$ cat src/rtl/instruction_sequencer_pkg.sv
// Shared definitions for the instruction sequencer: state encoding,
// ALU opcodes and register-file addresses used on the control bus.
package instruction_sequencer_pkg;

    typedef enum logic [4:0] {
        S_IF1   = 5'd0,
        S_D1    = 5'd1,
        S_IF2   = 5'd2,
        S_D2    = 5'd3,
        S_IF3   = 5'd4,
        S_D3    = 5'd5,
        S_PUSH1 = 5'd6,
        S_PUSH2 = 5'd7,
        S_POP1  = 5'd8,
        S_POP2  = 5'd9,
        S_EXE   = 5'd10,
        S_RD    = 5'd11,
        S_WR    = 5'd12,
        S_INT1  = 5'd13,
        S_INT2  = 5'd14,
        S_INT3  = 5'd15
    } seq_state_e;

    localparam logic [5:0] ALU_MOV = 6'h00;
    localparam logic [5:0] ALU_DEC = 6'h08;
    localparam logic [5:0] ALU_INC = 6'h1B;

    localparam logic [3:0] REG_IR1  = 4'h0;
    localparam logic [3:0] REG_IR2  = 4'h1;
    localparam logic [3:0] REG_IV   = 4'h2;
    localparam logic [3:0] REG_IR3  = 4'h3;
    localparam logic [3:0] REG_FLAG = 4'h4;
    localparam logic [3:0] REG_MEM  = 4'hB;
    localparam logic [3:0] REG_ADDR = 4'hC;
    localparam logic [3:0] REG_IP   = 4'hD;
    localparam logic [3:0] REG_SP   = 4'hE;
    localparam logic [3:0] REG_ZR   = 4'hF;

endpackage

$ cat src/rtl/instruction_sequencer_bus_map.sv
// Turns a raw (dest, s1, s2) triple into the bus form: the MEM pseudo-register
// becomes a memory read or write strobe and is replaced by ZR on the bus.
module seq_bus_map
    import instruction_sequencer_pkg::*;
(
    input  logic [3:0] raw_dest,
    input  logic [3:0] raw_s1,
    input  logic [3:0] raw_s2,
    output logic [3:0] dest,
    output logic [3:0] s1,
    output logic [3:0] s2,
    output logic       mem_rd,
    output logic       mem_wr
);

    // A write to MEM takes priority over any read operand.
    always_comb begin
        dest   = raw_dest;
        s1     = raw_s1;
        s2     = raw_s2;
        mem_rd = 1'b0;
        mem_wr = 1'b0;
        if (raw_dest == REG_MEM) begin
            mem_wr = 1'b1;
            dest   = REG_ZR;
        end else if (raw_s1 == REG_MEM || raw_s2 == REG_MEM) begin
            mem_rd = 1'b1;
            s1     = REG_ZR;
            s2     = REG_ZR;
        end
    end

endmodule

$ cat src/rtl/instruction_sequencer.sv
// Microcoded instruction sequencer: walks fetch/decode/execute states and
// drives the ALU/register/memory control word for each cycle.
module instruction_sequencer
    import instruction_sequencer_pkg::*;
#(
    parameter int MEM_HS   = 1,
    parameter int IRQ_EN   = 1,
    parameter int ALU_OP_W = 6
) (
    input  logic                i_clk,
    input  logic                i_rst_n,
    input  logic [15:0]         i_ir1,
    input  logic [15:0]         i_ir2,
    input  logic                i_mem_ready,
    input  logic                i_irq,
    input  logic                i_int_en,
    output logic [4:0]          o_state,
    output logic                o_err,
    output logic                o_int_ack,
    output logic [ALU_OP_W-1:0] o_alu_op,
    output logic [3:0]          o_s1,
    output logic [3:0]          o_s2,
    output logic [3:0]          o_dest,
    output logic                o_mem_rd,
    output logic                o_mem_wr
);

    seq_state_e state, state_next;

    logic [3:0] inst, ra1, ra2, ra3;
    logic       is_op, is_push, is_pop, is_call, is_load, is_store, is_illegal, is_im16;
    logic [ALU_OP_W-1:0] dec_alu_op;
    logic [3:0] raw_dest, raw_s1, raw_s2;
    logic       stall;
    logic       unused_ir_bits;

    assign inst       = i_ir1[15:12];
    assign ra1        = i_ir1[3:0];
    assign ra2        = i_ir2[15:12];
    assign ra3        = i_ir2[11:8];
    assign is_op      = (inst[3:2] == 2'b00);
    assign is_push    = (inst == 4'hC);
    assign is_pop     = (inst == 4'hD);
    assign is_call    = (inst == 4'hB);
    assign is_load    = (inst == 4'h8);
    assign is_store   = (inst == 4'h9);
    assign is_illegal = (inst == 4'hA) || (inst == 4'hE) || (inst == 4'hF);
    assign is_im16    = (ra2 == 4'h3) || (ra3 == 4'h3);
    assign dec_alu_op = is_op ? ALU_OP_W'(i_ir1[13:8]) : ALU_OP_W'(i_ir1[11:8]);
    assign unused_ir_bits = ^{i_ir1[7:4], i_ir2[7:0]};

    always_ff @(posedge i_clk or negedge i_rst_n) begin
        if (!i_rst_n) state <= S_IF1;
        else          state <= state_next;
    end

    always_comb begin
        o_alu_op  = ALU_OP_W'(ALU_MOV);
        raw_dest  = REG_ZR;
        raw_s1    = REG_ZR;
        raw_s2    = REG_ZR;
        o_err     = 1'b0;
        o_int_ack = 1'b0;
        case (state)
            S_IF1:  begin raw_dest = REG_IR1; raw_s1 = REG_MEM; end
            S_IF2:  begin raw_dest = REG_IR2; raw_s1 = REG_MEM; end
            S_IF3:  begin raw_dest = REG_IR3; raw_s1 = REG_MEM; end
            S_D1, S_D2, S_D3: begin
                o_alu_op = ALU_OP_W'(ALU_INC);
                raw_dest = REG_IP;
                raw_s1   = REG_IP;
                o_err    = (state == S_D1) && is_illegal;
            end
            S_PUSH1, S_INT1: begin
                o_alu_op = ALU_OP_W'(ALU_DEC);
                raw_dest = REG_SP;
                raw_s1   = REG_SP;
            end
            S_PUSH2, S_WR: begin raw_dest = REG_MEM; raw_s1 = ra1; end
            S_POP1, S_RD:  begin raw_dest = ra1; raw_s1 = REG_MEM; end
            S_POP2: begin
                o_alu_op = ALU_OP_W'(ALU_INC);
                raw_dest = REG_SP;
                raw_s1   = REG_SP;
            end
            S_EXE: begin
                o_alu_op = dec_alu_op;
                raw_dest = ra1;
                raw_s1   = ra2;
                raw_s2   = ra3;
            end
            S_INT2: begin raw_dest = REG_MEM; raw_s1 = REG_IP; end
            S_INT3: begin raw_dest = REG_IP; raw_s1 = REG_IV; o_int_ack = 1'b1; end
            default: o_err = 1'b1;
        endcase
    end

    seq_bus_map u_bus_map (
        .raw_dest (raw_dest),
        .raw_s1   (raw_s1),
        .raw_s2   (raw_s2),
        .dest     (o_dest),
        .s1       (o_s1),
        .s2       (o_s2),
        .mem_rd   (o_mem_rd),
        .mem_wr   (o_mem_wr)
    );

    // Memory states freeze here until the access completes; the interrupt
    // request is therefore only acted on at the edge where IF1 really leaves.
    assign stall = (MEM_HS != 0) && (o_mem_rd || o_mem_wr) && !i_mem_ready;

    always_comb begin
        state_next = S_IF1;
        case (state)
            S_IF1:   state_next = ((IRQ_EN != 0) && i_irq && i_int_en) ? S_INT1 : S_D1;
            S_D1: begin
                if (is_push)         state_next = S_PUSH1;
                else if (is_pop)     state_next = S_POP1;
                else if (is_illegal) state_next = S_IF1;
                else                 state_next = S_IF2;
            end
            S_IF2:   state_next = S_D2;
            S_D2: begin
                if (is_im16)      state_next = S_IF3;
                else if (is_call) state_next = S_PUSH1;
                else              state_next = S_EXE;
            end
            S_IF3:   state_next = S_D3;
            S_D3:    state_next = is_call ? S_PUSH1 : S_EXE;
            S_PUSH1: state_next = S_PUSH2;
            S_PUSH2: state_next = is_call ? S_EXE : S_IF1;
            S_POP1:  state_next = S_POP2;
            S_POP2:  state_next = S_IF1;
            S_EXE: begin
                if (is_load)       state_next = S_RD;
                else if (is_store) state_next = S_WR;
                else               state_next = S_IF1;
            end
            S_RD, S_WR: state_next = S_IF1;
            S_INT1:  state_next = S_INT2;
            S_INT2:  state_next = S_INT3;
            S_INT3:  state_next = S_IF1;
            default: state_next = S_IF1;
        endcase
        if (stall) state_next = state;
    end

    assign o_state = state;

endmodule

$ cat config.mk
export PLATFORM = sky130hd
export DESIGN_NAME = instruction_sequencer
export DESIGN_NICKNAME = d
export VERILOG_FILES = /design/src/rtl/instruction_sequencer_pkg.sv /design/src/rtl/instruction_sequencer_bus_map.sv /design/src/rtl/instruction_sequencer.sv
export SDC_FILE = /design/constraint.sdc
export NUM_CORES = 1
export LEC_CHECK = 0
export CAP_MARGIN = 20
export CORE_ASPECT_RATIO = 0.8
export CORE_MARGIN = 4
export CORE_UTILIZATION = 39
export CTS_CLUSTER_DIAMETER = 60
export CTS_CLUSTER_SIZE = 40
export DETAILED_ROUTE_END_ITERATION = 7
export GPL_TIMING_DRIVEN = 1
export HOLD_SLACK_MARGIN = 0.08
export PLACE_DENSITY = 0.86
export SYNTH_ARGS = -nofsm -noshare
export SYNTH_HDL_FRONTEND = slang
export SYNTH_SLANG_ARGS = --single-unit
$ cat constraint.sdc
create_clock -name i_clk -period 5.3 [get_ports i_clk]
set_input_delay 0.795 -clock i_clk [delete_from_list [all_inputs] [get_ports i_clk]]
set_output_delay 0.795 -clock i_clk [all_outputs]
set_load 0.01 [all_outputs]
==> flow_metrics.tcl <==
set metrics [dict create \
    finalHoldViolCount 0 \
    worstMarginPinSlew_ps 914 \
    regArea_um2 100 \
    max-slew-margin-rel 0.390 \
    wl_per_cell_um 15.3 \
    cp-end-kind "output port" \
    synth_flop_cell "dfrtp_1" \
    cts_buffer_depth 2 \
    clock_latency_ps 240 \
    worst_ep_arrival_time_ps 3270 \
    vias 1332 \
    critPathMaxFanout 9 \
    synthesis.nets 182 \
    die-area_um2 3400 \
    layout-drive-gt1-share 0.0749 \
    avgViaCountPerCell 6.03 \
    grtUsageTotal 0.196 \
    power_density_nw_per_um2 538 \
    multiInputGateArea_um2 800 \
    required_ps 4510 \
    outcome "complete, no violations" \
    nNetsFinal 226 \
    period_minus_slack_ps 4070 \
    initial_utilization 0.434 \
    setup_viol_count_final 0 \
    diodes 0 \
    mostFrequentLayoutCell "clkdlybuf4s50_1" \
    power_frac_seq 0.167 \
    p_comb_frac 0.786 \
    setup_ws_ps 1230 \
    nFillCells 204 \
    ant_nets 0 \
    yosys_warnings 0 \
    setup_tns_ps 0 \
    place.gp.congestion 0.887 \
    async_reset_ff_frac 1.00 \
    core-area_um2 2270 \
    grt_pass1_wl_um 5270 \
    grt_max_degree 35 \
    post-cts-setup-buffers 0 \
    mostFrequentLayoutCells "clkdlybuf4s50_1 (50), nand2_1 (18), a21oi_1 (12)" \
    synth_area_um2 985 \
    rsz0062_at_grt "no" \
    swShare 0.495 \
    cts_htree_levels 1 \
    report.final.slew_viol_count 0 \
    wl_um 3370 \
    dp_slack_ps 1230 \
    p_clk_frac 0.048 \
    hpwl_um 2580 \
    num_rows 15 \
    worstSetupPathType "primary input to output port" \
    die_h_um 52.9 \
    synth_edf_count 0 \
    cts-root-buf "clkbuf_4" \
    largest_reg_flops 4 \
    ir_worst_vdd_mv 0.259 \
    netlist_instances 145 \
    drt_pass1_iterations 4 \
    p_leak_uw 0.000536 \
    startpoint_type "primary input" \
    p_total_uw 803 \
    clock_skew_ps 8.20 \
    grt.overflow.total 0 \
    yosysSeqAreaShare 0.102 \
    cts_sinks 4 \
    p_switching_uw 398 \
    drtIter0Drc 88 \
    maxCapViolations 0 \
    yosys.cell_types.count 52 \
    die_x_um 64.2 \
    timing.fmax_ghz 0.246 \
    grt_pass1_vias 1165 \
    postCtsHoldBufs 0 \
    p_int_uw 405 \
    ys_seq_elements 4 \
    syn_to_final_growth_pct 51.7 \
    io_pins 64 \
    cts_tree "built" \
    numCtsBuffers 3 \
    syn_area_per_cell_um2 6.79 \
    timing.final.crit_share 0.767 \
    antenna_found_initial 0 \
    io_buffers 50 \
    post_cts_resized 0 \
    min_path_type "primary input to async pin" \
    path_clk_slew_ps 40 \
    drc 0 \
]
[layer usage]
layer / up-vias / track usage / wire [µm]
li1: 634 / - / -
met3: 4 / 0.0531 / 340
met4: 0 / 0.0456 / 28
met5: - / 0 / 0
met1: 615 / 0.238 / 1410
met2: 79 / 0.345 / 1600
[kinds of logic after synthesis]
family | after synthesis | synth area share
AND/OR/NAND/NOR | 73 | 0.432
AO/OA/AOI/OAI | 46 | 0.324
other | 1 | 0.00381
multiplexers | 4 | 0.0521
flip-flops | 4 | 0.102
buffers and inverters | 17 | 0.0864
[critical path, stage by stage]
cell	delay [ps]
clkdlybuf4s50_1	470
a32o_1	290
a221o_1	390
nor4_4	390
o22ai_2	230
nand3b_1	150
clkdlybuf4s50_1	550
[cell usage after synthesis (3+ instances only)]
master	number	share of area
nand2_1	18	0.069
a21oi_1	12	0.061
nand2b_1	11	0.070
o21ai_0	11	0.056
nor2_1	9	0.034
buf_2	6	0.030
nor3_1	6	0.030
nand3b_1	5	0.038
dfrtp_1	4	0.10
inv_1	4	0.015
o22ai_1	4	0.025
clkbuf_1	3	0.011
nand3_1	3	0.015
nor2b_1	3	0.019
nor4_1	3	0.019
o211ai_1	3	0.023
[metrics by stage]
step                cell area [µm²]  hold slack (ps)  instances   util
floorplan                       985              499        145      -
global placement               1470              900        218  0.648
detailed placement             1470              924        218  0.648
CTS                            1490              756        221  0.658
global route                   1490              765        221  0.658
finish                         1490              754        221  0.658
[power by group through the flow]
stage,registers [µW],clock network [µW],logic [µW]
2_1_floorplan,66.6,0,435
3_3_place_gp,127,0,620
3_5_place_dp,132,0,632
4_1_cts,131,39.2,635
5_1_grt,143,43.1,685
6_report,134,38.2,631
[layout make-up]
type                       instances  area share
multi-input combinational        124       0.535
inverter                           5      0.0142
timing repair buffer              51       0.340
tap                               34      0.0285
sequential                         4      0.0670
clock buffer                       3      0.0151
[final timing paths]
path	startpoint	end	slack (ps)	depth (start not counted)
min in group i_clk	o_state[0]$_DFFE_PN0N_	o_state[0]$_DFFE_PN0N_	940	2
min reg2reg	o_state[0]$_DFFE_PN0N_	o_state[0]$_DFFE_PN0N_	940	2
max reg2reg	o_state[3]$_DFFE_PN0N_	o_state[3]$_DFFE_PN0N_	2600	6
min	i_rst_n	o_state[2]$_DFFE_PN0N_	750	1
max in group asynchronous	i_rst_n	o_state[0]$_DFFE_PN0N_	4370	1
max	i_ir1[2]	o_s2[2]	1230	7
No activity file was read; power rests on OpenSTA's default activity.
